--- config.mk ---
export PLATFORM = sky130hd
export DESIGN_NAME = id_operand_hazard_unit
export DESIGN_NICKNAME = d
export VERILOG_FILES = /design/src/rtl/id_operand_hazard_unit.sv
export SDC_FILE = /design/constraint.sdc
export NUM_CORES = 2
export LEC_CHECK = 0
export ABC_AREA = 0
export CORE_UTILIZATION = 35
export CTS_CLUSTER_SIZE = 16
export DETAILED_ROUTE_END_ITERATION = 16
export SLEW_MARGIN = 20
export SYNTH_ARGS = -nofsm -noshare
export SYNTH_HDL_FRONTEND = slang
export SYNTH_SLANG_ARGS = --single-unit
export TNS_END_PERCENT = 5
--- constraint.sdc ---
create_clock -name clk -period 3.7 [get_ports clk]
set_input_delay 0.74 -clock clk [delete_from_list [all_inputs] [get_ports clk]]
set_output_delay 0.74 -clock clk [all_outputs]
set_load 0.05 [all_outputs]
--- src/rtl/id_operand_hazard_unit.sv ---
// Decode-stage operand unit: register file, EX/MEM/WB forwarding, load-use
// stall detection for a configurable load latency, and the ID/EX register.
module id_operand_hazard_unit #(
  parameter int XLEN     = 32,
  parameter int AW       = 5,
  parameter int NRD      = 2,
  parameter int LOAD_LAT = 1,
  parameter int ZERO_REG = 1
) (
  input  logic                clk,
  input  logic                rst,
  input  logic                id_valid,
  input  logic [NRD*AW-1:0]   id_rs_addr,
  input  logic [NRD-1:0]      id_rs_used,
  input  logic [XLEN-1:0]     id_imm,
  input  logic [AW-1:0]       id_rd,
  input  logic                id_wreg,
  input  logic                id_m2reg,
  input  logic                flush,
  input  logic [XLEN-1:0]     ex_aluR,
  input  logic [XLEN-1:0]     mem_aluR,
  input  logic [XLEN-1:0]     mem_mdata,
  input  logic [AW-1:0]       wb_destR,
  input  logic [XLEN-1:0]     wb_dest,
  input  logic                wb_wreg,
  input  logic [AW-1:0]       which_reg,
  output logic                id_stall,
  output logic                ex_valid,
  output logic [NRD*XLEN-1:0] ex_opnd,
  output logic [XLEN-1:0]     ex_imm,
  output logic [AW-1:0]       ex_rd,
  output logic                ex_wreg,
  output logic                ex_m2reg,
  output logic [XLEN-1:0]     reg_content
);

  localparam int NREG = 1 << AW;

  logic [XLEN-1:0]     rf_q [NREG];
  logic [XLEN-1:0]     rf_d [NREG];

  logic                ex_valid_q, ex_valid_d;
  logic [NRD*XLEN-1:0] ex_opnd_q, ex_opnd_d;
  logic [XLEN-1:0]     ex_imm_q, ex_imm_d;
  logic [AW-1:0]       ex_rd_q, ex_rd_d;
  logic                ex_wreg_q, ex_wreg_d;
  logic                ex_m2reg_q, ex_m2reg_d;

  logic [AW-1:0]       mem_rd_q, mem_rd_d;
  logic                mem_wreg_q, mem_wreg_d;
  logic                mem_m2reg_q, mem_m2reg_d;

  logic [NRD*XLEN-1:0] fwd_opnd;
  logic [NRD-1:0]      port_hazard;
  logic                bubble;

  function automatic logic src_zero(input logic [AW-1:0] a);
    return (ZERO_REG != 0) && (a == '0);
  endfunction

  // A load in MEM only has its data available here when LOAD_LAT is 1;
  // with LOAD_LAT 2 the value falls through and the stall covers real reads.
  function automatic logic [XLEN-1:0] fwd_val(input logic [AW-1:0] a);
    logic [XLEN-1:0] v;
    if (src_zero(a))
      v = '0;
    else if (ex_valid_q && ex_wreg_q && !ex_m2reg_q && (ex_rd_q == a))
      v = ex_aluR;
    else if (mem_wreg_q && (mem_rd_q == a) && !mem_m2reg_q)
      v = mem_aluR;
    else if (mem_wreg_q && (mem_rd_q == a) && (LOAD_LAT == 1))
      v = mem_mdata;
    else if (wb_wreg && (wb_destR == a))
      v = wb_dest;
    else
      v = rf_q[a];
    return v;
  endfunction

  function automatic logic load_hit(input logic [AW-1:0] a);
    logic ex_ld;
    logic mem_ld;
    ex_ld  = ex_valid_q && ex_wreg_q && ex_m2reg_q && (ex_rd_q == a);
    mem_ld = (LOAD_LAT == 2) && mem_wreg_q && mem_m2reg_q && (mem_rd_q == a);
    return !src_zero(a) && (ex_ld || mem_ld);
  endfunction

  always_comb begin
    fwd_opnd    = '0;
    port_hazard = '0;
    for (int p = 0; p < NRD; p++) begin
      fwd_opnd[p*XLEN +: XLEN] = fwd_val(id_rs_addr[p*AW +: AW]);
      port_hazard[p]           = id_rs_used[p] && load_hit(id_rs_addr[p*AW +: AW]);
    end
  end

  assign id_stall = id_valid && !flush && (|port_hazard);
  assign bubble   = flush || !id_valid || id_stall;

  always_comb begin
    ex_valid_d = 1'b0;
    ex_opnd_d  = '0;
    ex_imm_d   = '0;
    ex_rd_d    = '0;
    ex_wreg_d  = 1'b0;
    ex_m2reg_d = 1'b0;
    if (!bubble) begin
      ex_valid_d = 1'b1;
      ex_opnd_d  = fwd_opnd;
      ex_imm_d   = id_imm;
      ex_rd_d    = id_rd;
      ex_wreg_d  = id_wreg;
      ex_m2reg_d = id_m2reg;
    end

    mem_rd_d    = ex_valid_q ? ex_rd_q : '0;
    mem_wreg_d  = ex_valid_q && ex_wreg_q;
    mem_m2reg_d = ex_valid_q && ex_m2reg_q;

    rf_d = rf_q;
    if (wb_wreg && !src_zero(wb_destR))
      rf_d[wb_destR] = wb_dest;
  end

  always_ff @(posedge clk) begin
    if (rst) begin
      ex_valid_q  <= 1'b0;
      ex_opnd_q   <= '0;
      ex_imm_q    <= '0;
      ex_rd_q     <= '0;
      ex_wreg_q   <= 1'b0;
      ex_m2reg_q  <= 1'b0;
      mem_rd_q    <= '0;
      mem_wreg_q  <= 1'b0;
      mem_m2reg_q <= 1'b0;
      for (int i = 0; i < NREG; i++)
        rf_q[i] <= '0;
    end else begin
      ex_valid_q  <= ex_valid_d;
      ex_opnd_q   <= ex_opnd_d;
      ex_imm_q    <= ex_imm_d;
      ex_rd_q     <= ex_rd_d;
      ex_wreg_q   <= ex_wreg_d;
      ex_m2reg_q  <= ex_m2reg_d;
      mem_rd_q    <= mem_rd_d;
      mem_wreg_q  <= mem_wreg_d;
      mem_m2reg_q <= mem_m2reg_d;
      rf_q        <= rf_d;
    end
  end

  assign ex_valid    = ex_valid_q;
  assign ex_opnd     = ex_opnd_q;
  assign ex_imm      = ex_imm_q;
  assign ex_rd       = ex_rd_q;
  assign ex_wreg     = ex_wreg_q;
  assign ex_m2reg    = ex_m2reg_q;
  assign reg_content = rf_q[which_reg];

endmodule
# Yosys cells after proc, flatten, opt, wreduce, memory -nomap -nowiden
# Index checks and enable logic that the tools add are counted.
dict set report classes {
  magnitude_cmp 5
  n_eq_ne 6
  muxes 21
  n_reduce_logical 39
  bitwise_logic 5
}
# cell n
set ops {}
lappend ops {{$bwmux 1024} 1}
lappend ops {{$bmux 32 s5} 3}
lappend ops {{$mux 32} 15}
lappend ops {{$demux 32 s5} 1}
lappend ops {{$eq 5x5->1} 6}
lappend ops {{$ge 6x6->1 const B} 4}
lappend ops {{$not 5->6} 4}
lappend ops {{$logic_and 1x1->1} 22}
lappend ops {{$logic_not 5->1} 3}
lappend ops {{$logic_not 1->1} 7}
lappend ops {{$lt 6x1->1 const B} 1}
lappend ops {{$reduce_or 2->1} 3}
lappend ops {{$reduce_or 3->1} 2}
lappend ops {{$logic_or 1x1->1} 2}
lappend ops {{$mux 1} 1}
lappend ops {{$not 1->1} 1}
dict set report totals {
  output_inout_bits 137
  register_bits 1135
  wordCells 118
  input_bits 194
}

# Depth between registers and ports, before layout
dict set report logic_depth {
  depth_word 9
  depth_mapped 12
  depth_no_buf 6
}

# Worst setup path after synthesis
# Ideal clock, no wire load.
dict set report synth_path {
  kind {in2out}
  from {in which_reg[0]}
  to {out reg_content[14]}
  arrival_time_ps 3089
  required_ps 2960
  cell_stages 6
  n_path_buf 3
  setup_slack_ps -129
  cell_sequence {clkbuf_1 -> buf_2 -> buf_1 -> mux4_2 -> mux4_2 -> mux2_2}
}
dict set report synth_via {
  elab_chain_len 4
}
# item line_no
set synth_lines {}
lappend synth_lines {{from (decl)} 26} ;# input logic [AW-1:0] which_reg,
lappend synth_lines {{$not 5->6 (not written as such)} 158} ;# assign reg_content = rf_q[which_reg];
lappend synth_lines {{$bmux 32 s5} 158}
lappend synth_lines {{$mux 32 (not written as such) (2 in series)} 158}
lappend synth_lines {{to (decl)} 34} ;# output logic [XLEN-1:0] reg_content
# Every way passes these cells. The select of a mux whose other input is x is not followed.

# Final worst setup path
dict set report layout_path {
  from {in which_reg[0]}
  to {out reg_content[30]}
}
# The elaborated chain is that of the path after synthesis.

==> results_dict.tcl <==
set metrics [dict create \
    cts_tree "yes" \
    fmax_mhz 268.7 \
    io_buffers 330 \
    vias 62693 \
    period_share_pct 100.6 \
    finalCriticalPeriod_ns 3.722 \
    hold_ws_ns 0.3221 \
    cts.clk_slew.worst_paths_ns 0.06 \
    fin_setup_tns_ns -0.04921 \
    cp-end-kind "output port" \
    synth_area_sq_mm 0.06514 \
    ys_ff_latch 1135 \
    fin_skew_ns 0.05597 \
    async_flop_share_pct 0 \
    grt.overflow.total 0 \
    area_growth_pct 19.72 \
    num_rows 157 \
    grt_max_degree 218 \
    instances_no_fill 9541 \
    worst_slack_ns -0.02199 \
    ys_types 58 \
    firstDrtPassIters 6 \
    initialDrtViolationCount 10879 \
    cts_hold_buf 0 \
    status "complete, but fails checks" \
    placed_area_sq_mm 0.07361 \
    pre_cts_ws_ns -0.01662 \
    layout_common_cells "2026 x nand2_1, 1134 x dfxtp_1, 1045 x a21oi_1" \
    design.die.area_sq_mm 0.1878 \
    wl_per_cell_um 34.38 \
    tightest_slew_ns 1.279 \
    syn_nets 6992 \
    relSlewSlack_pct 14.72 \
    clockRootBuffer "clkbuf_16" \
    die_w_um 433.4 \
    violations "setup timing" \
    insertion_delay_ns 0.81 \
    worst_ep_arrival_time_ns 2.98 \
    holdCritPathClass "in2reg" \
    ys_seq_area_share_pct 34.88 \
    synth_edf_count 0 \
    grt_setup_unrepaired "true" \
    powerDensity_mw_per_mm2 372.4 \
    finalSetupViolations 4 \
    final_area_sq_mm 0.07798 \
    cap_viol_max_count 0 \
    wl_um 328000 \
    critPathMaxFanout 16 \
    finalHoldViolations 0 \
    finish.net_count 7151 \
    start_util_pct 35.39 \
    io_pins 331 \
    gp_congestion 0.9874 \
    critPathRequiredTime_ns 2.96 \
    groute.usage.overall_pct 34.13 \
    synth-main-ff-cell "dfxtp_1" \
    layout_commonest_cell "nand2_1" \
    yosys_warnings 0 \
    grt_pass1_vias 58098 \
    critPathKind "in2out" \
    antenna_found_initial 23 \
    report.final.slew_viol_count 0 \
    layout-drive-gt1-share_pct 24.70 \
    viasPerCell 6.571 \
    ant_nets 0 \
    dp_hpwl_um 209400 \
    cts_max_level 3 \
    p_leak_nw 25.75 \
    numCtsBuffers 121 \
    dpl.cell_count 9294 \
    die_h_um 433.4 \
    ir_drop_mv 0.3668 \
    clockBufferDepth 3 \
    drc_errors 0 \
    cp-start-kind "primary input" \
    synth_area_per_cell_sq_um 9.582 \
    synthCells 6798 \
    clock-sinks 1135 \
    core_area_sq_mm 0.1841 \
    grt_pass1_wl_um 452900 \
]
[metal layers]
metal | track usage, % | share of wire (%)
met1 | 41.71 | 34
met2 | 47.82 | 41
met3 | 12.70 | 15
met4 | 27.63 | 9.5
met5 | 0 | 0.062
[cells by family after synthesis]
| group | after synthesis | synth area share, % |
|---|---|---|
| multiplexers | 1109 | 33.26 |
| flip-flops | 1135 | 34.88 |
| buffers and inverters | 752 | 4.944 |
| AO/OA/AOI/OAI | 1347 | 11.69 |
| XOR/XNOR | 30 | 0.4034 |
| AND/OR/NAND/NOR | 2425 | 14.82 |
[per-stage QoR]
stage	util (%)	total power, W
after global routing	42.35	0.02959
after detailed placement	39.99	0.01595
after CTS	42.33	0.02893
final	42.37	0.02904
after floorplan	-	0.01449
after global placement	39.99	0.01593
[final timing paths]
path                        startpoint                endpoint  slack, ns  cells past startpoint
setup / recovery          which_reg[0]         reg_content[30]      -0.02                      7
hold / removal                     rst  rf_q[576]$_SDFFE_PP0P_       0.32                      2
setup reg to reg   ex_rd[0]$_SDFF_PP0_   ex_opnd[9]$_SDFF_PP0_       0.55                      7
hold reg to reg   rf_q[0]$_SDFFE_PP0P_    rf_q[0]$_SDFFE_PP0P_       0.48                      2
[where the power goes]
| part | switching (W) | total [W] | internal, W | leakage, nW |
|---|---|---|---|---|
| Clock | 0.00561 | 0.0132 | 0.00762 | 2.07 |
| Combinational | 0.00214 | 0.00338 | 0.00125 | 14.5 |
| Sequential | 0.000111 | 0.0124 | 0.0123 | 9.15 |
| Total | 0.00785 | 0.0290 | 0.0212 | 25.7 |
[state kept, by name (all words and copies together) (netlist names)]
name,count
mem_m2reg_q,1
ex_valid,1
ex_rd,5
mem_wreg_q,1
mem_rd_q,5
ex_opnd,64
ex_m2reg,1
ex_imm,32
ex_wreg,1
rf_q,1024
[synth_stat cells (all sizes together), types with 65 or more instances]
master      n  share of area, %
a2111oi    66               1.1
buf       185               1.6
and2       70              0.67
dfxtp    1135                35
nor2      123              0.71
a22oi      65              0.75
nand2    2060                12
mux2       82               1.4
mux4      836                29
clkbuf    564               3.3
mux2i     191               2.9
a21oi    1045               8.0
[critical path, cell delays in order]
cell    delay (ns)
buf_8         0.12
buf_16        0.24
buf_12        0.20
mux4_2        0.51
mux4_2        0.50
mux2_2        0.37
buf_4         0.22
[what timing repair did]
item                                    4_1_cts  5_1_grt
resized for setup                             4        4
pin swaps                                     0        0
gates cloned                                  1        0
setup buffers                                 3        0
endpoints found under the setup margin        2        8
[area by class of cell]
class	count	area [sq um]
Timing Repair Buffer	785	8292
Inverter	3	12.51
Clock inverter	60	809.5
Antenna cell	21	52.55
Multi-Input combinational cell	4911	39610
Clock buffer	162	3402
Tap cell	2464	3083
Fill cell	17563	106100
Sequential cell	1135	22720
No activity file was read; power rests on OpenSTA's default activity.
